<file path="src/rtl/uart_rx.sv">
// UART receiver: MSB-first frames with 8/9 data bits and 1/2 stop bits, run-time bit period,
// and a valid/ack holding register with sticky overrun and per-word framing error.
module uart_rx #(
    parameter int DIV_W       = 16,
    parameter int SYNC_STAGES = 2
) (
    input  logic             clk,
    input  logic             rst,
    input  logic             rx_in,
    input  logic [DIV_W-1:0] br_div,
    input  logic             word,
    input  logic             stop,
    input  logic             enable,
    output logic [8:0]       data_out,
    output logic             valid,
    input  logic             ack,
    output logic             frame_err,
    output logic             overrun,
    output logic             busy
);

    typedef enum logic [1:0] {IDLE, START, DATA, STOP} state_t;

    state_t                 state;
    logic [SYNC_STAGES-1:0] sync;
    logic                   rx_s;
    logic                   rx_prev;
    logic                   fall;
    logic [DIV_W-1:0]       div_q;
    logic [DIV_W-1:0]       cyc;
    logic [DIV_W-1:0]       half_last;
    logic [DIV_W-1:0]       bit_last;
    logic                   word_q;
    logic                   stop_q;
    logic                   scnt;
    logic                   ferr;
    logic [3:0]             bcnt;
    logic [8:0]             sh;

    assign rx_s      = sync[SYNC_STAGES-1];
    assign fall      = rx_prev & ~rx_s;
    assign half_last = (div_q >> 1) - 1'b1;
    assign bit_last  = div_q - 1'b1;

    // Synchroniser and edge history preset to the idle line level.
    always_ff @(posedge clk or negedge rst) begin
        if (!rst) begin
            sync    <= '1;
            rx_prev <= 1'b1;
        end else begin
            sync    <= {sync[SYNC_STAGES-2:0], rx_in};
            rx_prev <= rx_s;
        end
    end

    always_ff @(posedge clk or negedge rst) begin
        if (!rst) begin
            state     <= IDLE;
            data_out  <= '0;
            valid     <= 1'b0;
            frame_err <= 1'b0;
            overrun   <= 1'b0;
            busy      <= 1'b0;
            div_q     <= '0;
            cyc       <= '0;
            word_q    <= 1'b0;
            stop_q    <= 1'b0;
            scnt      <= 1'b0;
            ferr      <= 1'b0;
            bcnt      <= '0;
            sh        <= '0;
        end else begin
            // A commit later in this block overrides the ack clear, so the new word stays valid.
            if (ack && valid) begin
                valid   <= 1'b0;
                overrun <= 1'b0;
            end

            if (state != IDLE && !enable) begin
                state <= IDLE;
                busy  <= 1'b0;
            end else begin
                case (state)
                    IDLE: begin
                        if (enable && fall) begin
                            state  <= START;
                            busy   <= 1'b1;
                            cyc    <= '0;
                            div_q  <= br_div;
                            word_q <= word;
                            stop_q <= stop;
                            ferr   <= 1'b0;
                        end
                    end
                    START: begin
                        if (cyc == half_last) begin
                            if (rx_s) begin
                                state <= IDLE;
                                busy  <= 1'b0;
                            end else begin
                                state <= DATA;
                                cyc   <= '0;
                                bcnt  <= word_q ? 4'd8 : 4'd7;
                                sh    <= '0;
                            end
                        end else begin
                            cyc <= cyc + 1'b1;
                        end
                    end
                    DATA: begin
                        if (cyc == bit_last) begin
                            sh  <= {sh[7:0], rx_s};
                            cyc <= '0;
                            if (bcnt == 4'd0) begin
                                state <= STOP;
                                scnt  <= stop_q;
                            end else begin
                                bcnt <= bcnt - 1'b1;
                            end
                        end else begin
                            cyc <= cyc + 1'b1;
                        end
                    end
                    STOP: begin
                        if (cyc == bit_last) begin
                            if (scnt) begin
                                scnt <= 1'b0;
                                cyc  <= '0;
                                ferr <= ferr | ~rx_s;
                            end else begin
                                data_out  <= word_q ? sh : {1'b0, sh[7:0]};
                                frame_err <= ferr | ~rx_s;
                                ferr      <= 1'b0;
                                valid     <= 1'b1;
                                if (valid && !ack)
                                    overrun <= 1'b1;
                                state     <= IDLE;
                                busy      <= 1'b0;
                            end
                        end else begin
                            cyc <= cyc + 1'b1;
                        end
                    end
                    default: begin
                        state <= IDLE;
                        busy  <= 1'b0;
                    end
                endcase
            end
        end
    end

endmodule

</file>
<file path="config.mk">
export PLATFORM = sky130hd
export DESIGN_NAME = uart_rx
export DESIGN_NICKNAME = d
export VERILOG_FILES = /design/src/rtl/uart_rx.sv
export SDC_FILE = /design/constraint.sdc
export NUM_CORES = 1
export LEC_CHECK = 0
export ABC_AREA = 1
export CAP_MARGIN = 20
export CORE_ASPECT_RATIO = 1.4
export CORE_MARGIN = 2
export CORE_UTILIZATION = 49
export CTS_BUF_LIST = sky130_fd_sc_hd__clkbuf_16
export CTS_CLUSTER_SIZE = 25
export DETAILED_ROUTE_END_ITERATION = 10
export GPL_ROUTABILITY_DRIVEN = 0
export MAX_ROUTING_LAYER = met4
export PLACE_DENSITY = 0.67
export SYNTH_ARGS = -nofsm -noshare
export SYNTH_HDL_FRONTEND = slang
export SYNTH_SLANG_ARGS = --single-unit
</file>
<file path="constraint.sdc">
create_clock -name clk -period 7.2 [get_ports clk]
set_input_delay 1.44 -clock clk [delete_from_list [all_inputs] [get_ports clk]]
set_output_delay 1.44 -clock clk [all_outputs]
set_load 0.1 [all_outputs]
</file>
==> results.toml <==
[die]
rows = 43
num_io_pins = 36
chipHeight_um = 122
design.core.area_sq_mm = 0.00979
floorplan.initialDensity_pct = 49.9
die_w_um = 88.4
die-area_sq_mm = 0.0108

[cts]
clkTransAtPathRegs_ns = 0.06
cts_buffers = 9
clkLatencyLatePin_ns = 0.34
cts-root-buf = "clkbuf_16"
hold_buffers = 0
h-tree-depth = 3
cts_setup_buffers = 0
clock-sinks = 67
cts.repair.resized = 0
cts_tree = "built"
clock_path_buffers = 2

[critical_path]
crit_family = "buffers and inverters"
cp-end-kind = "output pin"
slowest_delay_ns = 1.15
slowest_stage = "clkdlybuf4s50_1"
cp_data_arrival_time_ns = 1.88
worstPathCellList = "clkdlybuf4s50_1"
crit_fanout = 4
crit_buf_inv = 1
crit_path_start_kind = "register"
path_class = "register to output pin"
required_ns = 5.76

[power]
ir_drop_uv = 214
power.switching_mw = 0.863
seq_power_share_pct = 31.6
pwr-share-comb_pct = 46.3
power.density_mw_per_mm2 = 332
p_int_mw = 0.979
switching_share_pct = 46.9
leakagePower_nw = 2.68
total_power_mw = 1.84
p_clk_share_pct = 22.1

[job]
maxCapViolations = 0

[placement]
dpl.hpwl_mm = 9.42
port_buffers = 35

[route]
wl_per_cell_um = 14.4
dr.pass1.iters = 5
vias = 4766
post_drt_via_cell_ratio = 5.37
antenna_left = 0
drc = 0
drtIter0Drc = 260
wl_mm = 12.8

[status]
status = "finished, final reports clean"

[global_routing]
track_usage_pct = 26.5
grt_pass1_wl_mm = 21.8
grt_max_degree = 68
grt_pass1_vias = 4808
overflow = 0
antenna_found_initial = 0

[synthesis]
ys_ff_latch = 67
synth_ff_type = "dfrtp_1"
yosys.area.top_type_share_pct = 32.8
syn_area_sq_mm = 0.00488
avgSynthCellArea_sq_um = 6.72
ys_warn_count = 0
synth_area_leader_cell = "dfrtp_1"
synth_edf_count = 0
synthArstFlopShare_pct = 100
synthTopCellsByArea = "dfrtp_1 33%, nand2_1 19%, nand3_1 9.5%"
syn_nets = 758
syn_inst = 727
yosysSeqAreaShare_pct = 34.4
synthDistinctLibCells = 42

[final_layout]
final_common_cell = "nand2_1"
layout_common_cells = "243 x nand2_1, 93 x nand3_1, 75 x nor2_1"
nNetsFinal = 779
area.growth.synth_to_final_pct = 13.7
fill_cells = 965
final_layout_size_suffix_gt1_share_pct = 7.71
num_antenna_cells = 0

[timing]
period_share_pct = 46.2
hold_viol = 0
slew_viol_final = 0
worst_pin_slew_ns = 0.979
tns_ns = 0
fmax_ghz = 0.301
layout_min_cycle_time_ns = 3.32
clock_skew_ns = 0.00719
setup_viol = 0
rsz0062_at_grt = "false"
maxSlewHeadroom_pct = 34.6

[worst_hold_path]
hold_class = "register to register"
==> path summary, 6_finish.rpt <==
check / slack, ns / depth (start not counted) / start / endpoint
setup / recovery: 3.88 / 1 / valid / valid
hold / removal: 0.35 / 0 / sync[0] / sync[1]
setup reg to reg: 3.95 / 15 / div_q[1] / frame_err
hold reg to reg: 0.35 / 0 / sync[0] / sync[1]
max in group asynchronous: 5.31 / 2 / rst / word_q
min in group asynchronous: 1.31 / 2 / rst / div_q[7]
==> routing by layer <==
| metal | wire length, um | up-vias | global-route usage, % |
|---|---|---|---|
| met5 | 0 | - | - |
| met4 | 464 | 0 | 13.7 |
| met3 | 519 | 40 | 3.73 |
| met2 | 6690 | 147 | 45.4 |
| met1 | 5140 | 2225 | 29.3 |
| li1 | - | 2354 | - |
==> cell type report <==
cell class	instances	area [sq um]	area share, %
clock inverter	6	42.5	0.766
multi-input combinational	563	2800	50.5
timing repair buffer	37	368	6.62
tap	135	169	3.04
inverter	70	265	4.78
clock buffer	9	225	4.06
sequential	67	1680	30.3
==> through the flow <==
step           cell area [sq um]  worst slack, ns  hold WS, ns  utilization (%)  cells
2_1_floorplan               4880             4.73        0.345                -    727
3_3_place_gp                5270             3.77        0.346             53.8    871
3_5_place_dp                5270             3.74        0.348             53.8    871
4_1_cts                     5540             3.86        0.356             56.6    886
5_1_grt                     5550             3.67        0.358             56.7    887
6_report                    5550             3.88        0.354             56.7    887
==> power by group through the flow <==
stage	Clock (mW)	Sequential [mW]	Combinational [mW]
after floorplan	0	0.565	0.675
after global placement	0	0.585	0.818
after detailed placement	0	0.586	0.839
after CTS	0.416	0.580	0.846
after global routing	0.431	0.595	0.971
final	0.407	0.581	0.853
==> cell usage after synthesis, types with 9 or more instances <==
| master | count |
|---|---|
| dfrtp_1 | 64 |
| nand2_1 | 243 |
| nand3_1 | 93 |
| nor2_1 | 75 |
| o21ai_0 | 14 |
| buf_2 | 9 |
| xnor2_1 | 15 |
| nor2_2 | 11 |
| a21oi_1 | 17 |
| clkbuf_1 | 13 |
| nand4_1 | 9 |
| inv_1 | 68 |
| xor2_1 | 18 |
==> kinds of logic (layout without fill, tap and decap cells) <==
kind of cell    Yosys count  count (layout)  share of synthesized area (%)
compound gates           55              55                           6.79
xor+xnor                 33              33                           5.92
mux                       5               5                           1.15
simple gates            462             462                           41.5
fa+ha+maj                 8               8                           2.05
flops                    67              67                           34.4
buf+inv                  97             122                           8.20
==> flip-flops by register name, summed over array words and instances (netlist names), named ones only <==
name / flops
cyc: 16
word_q: 1
rx_prev: 1
stop_q: 1
ferr: 1
valid: 1
div_q: 16
frame_err: 1
sync: 2
bcnt: 4
state: 2
data_out: 9
sh: 9
busy: 1
scnt: 1
Note: power is estimated with default switching activity, not from simulation.
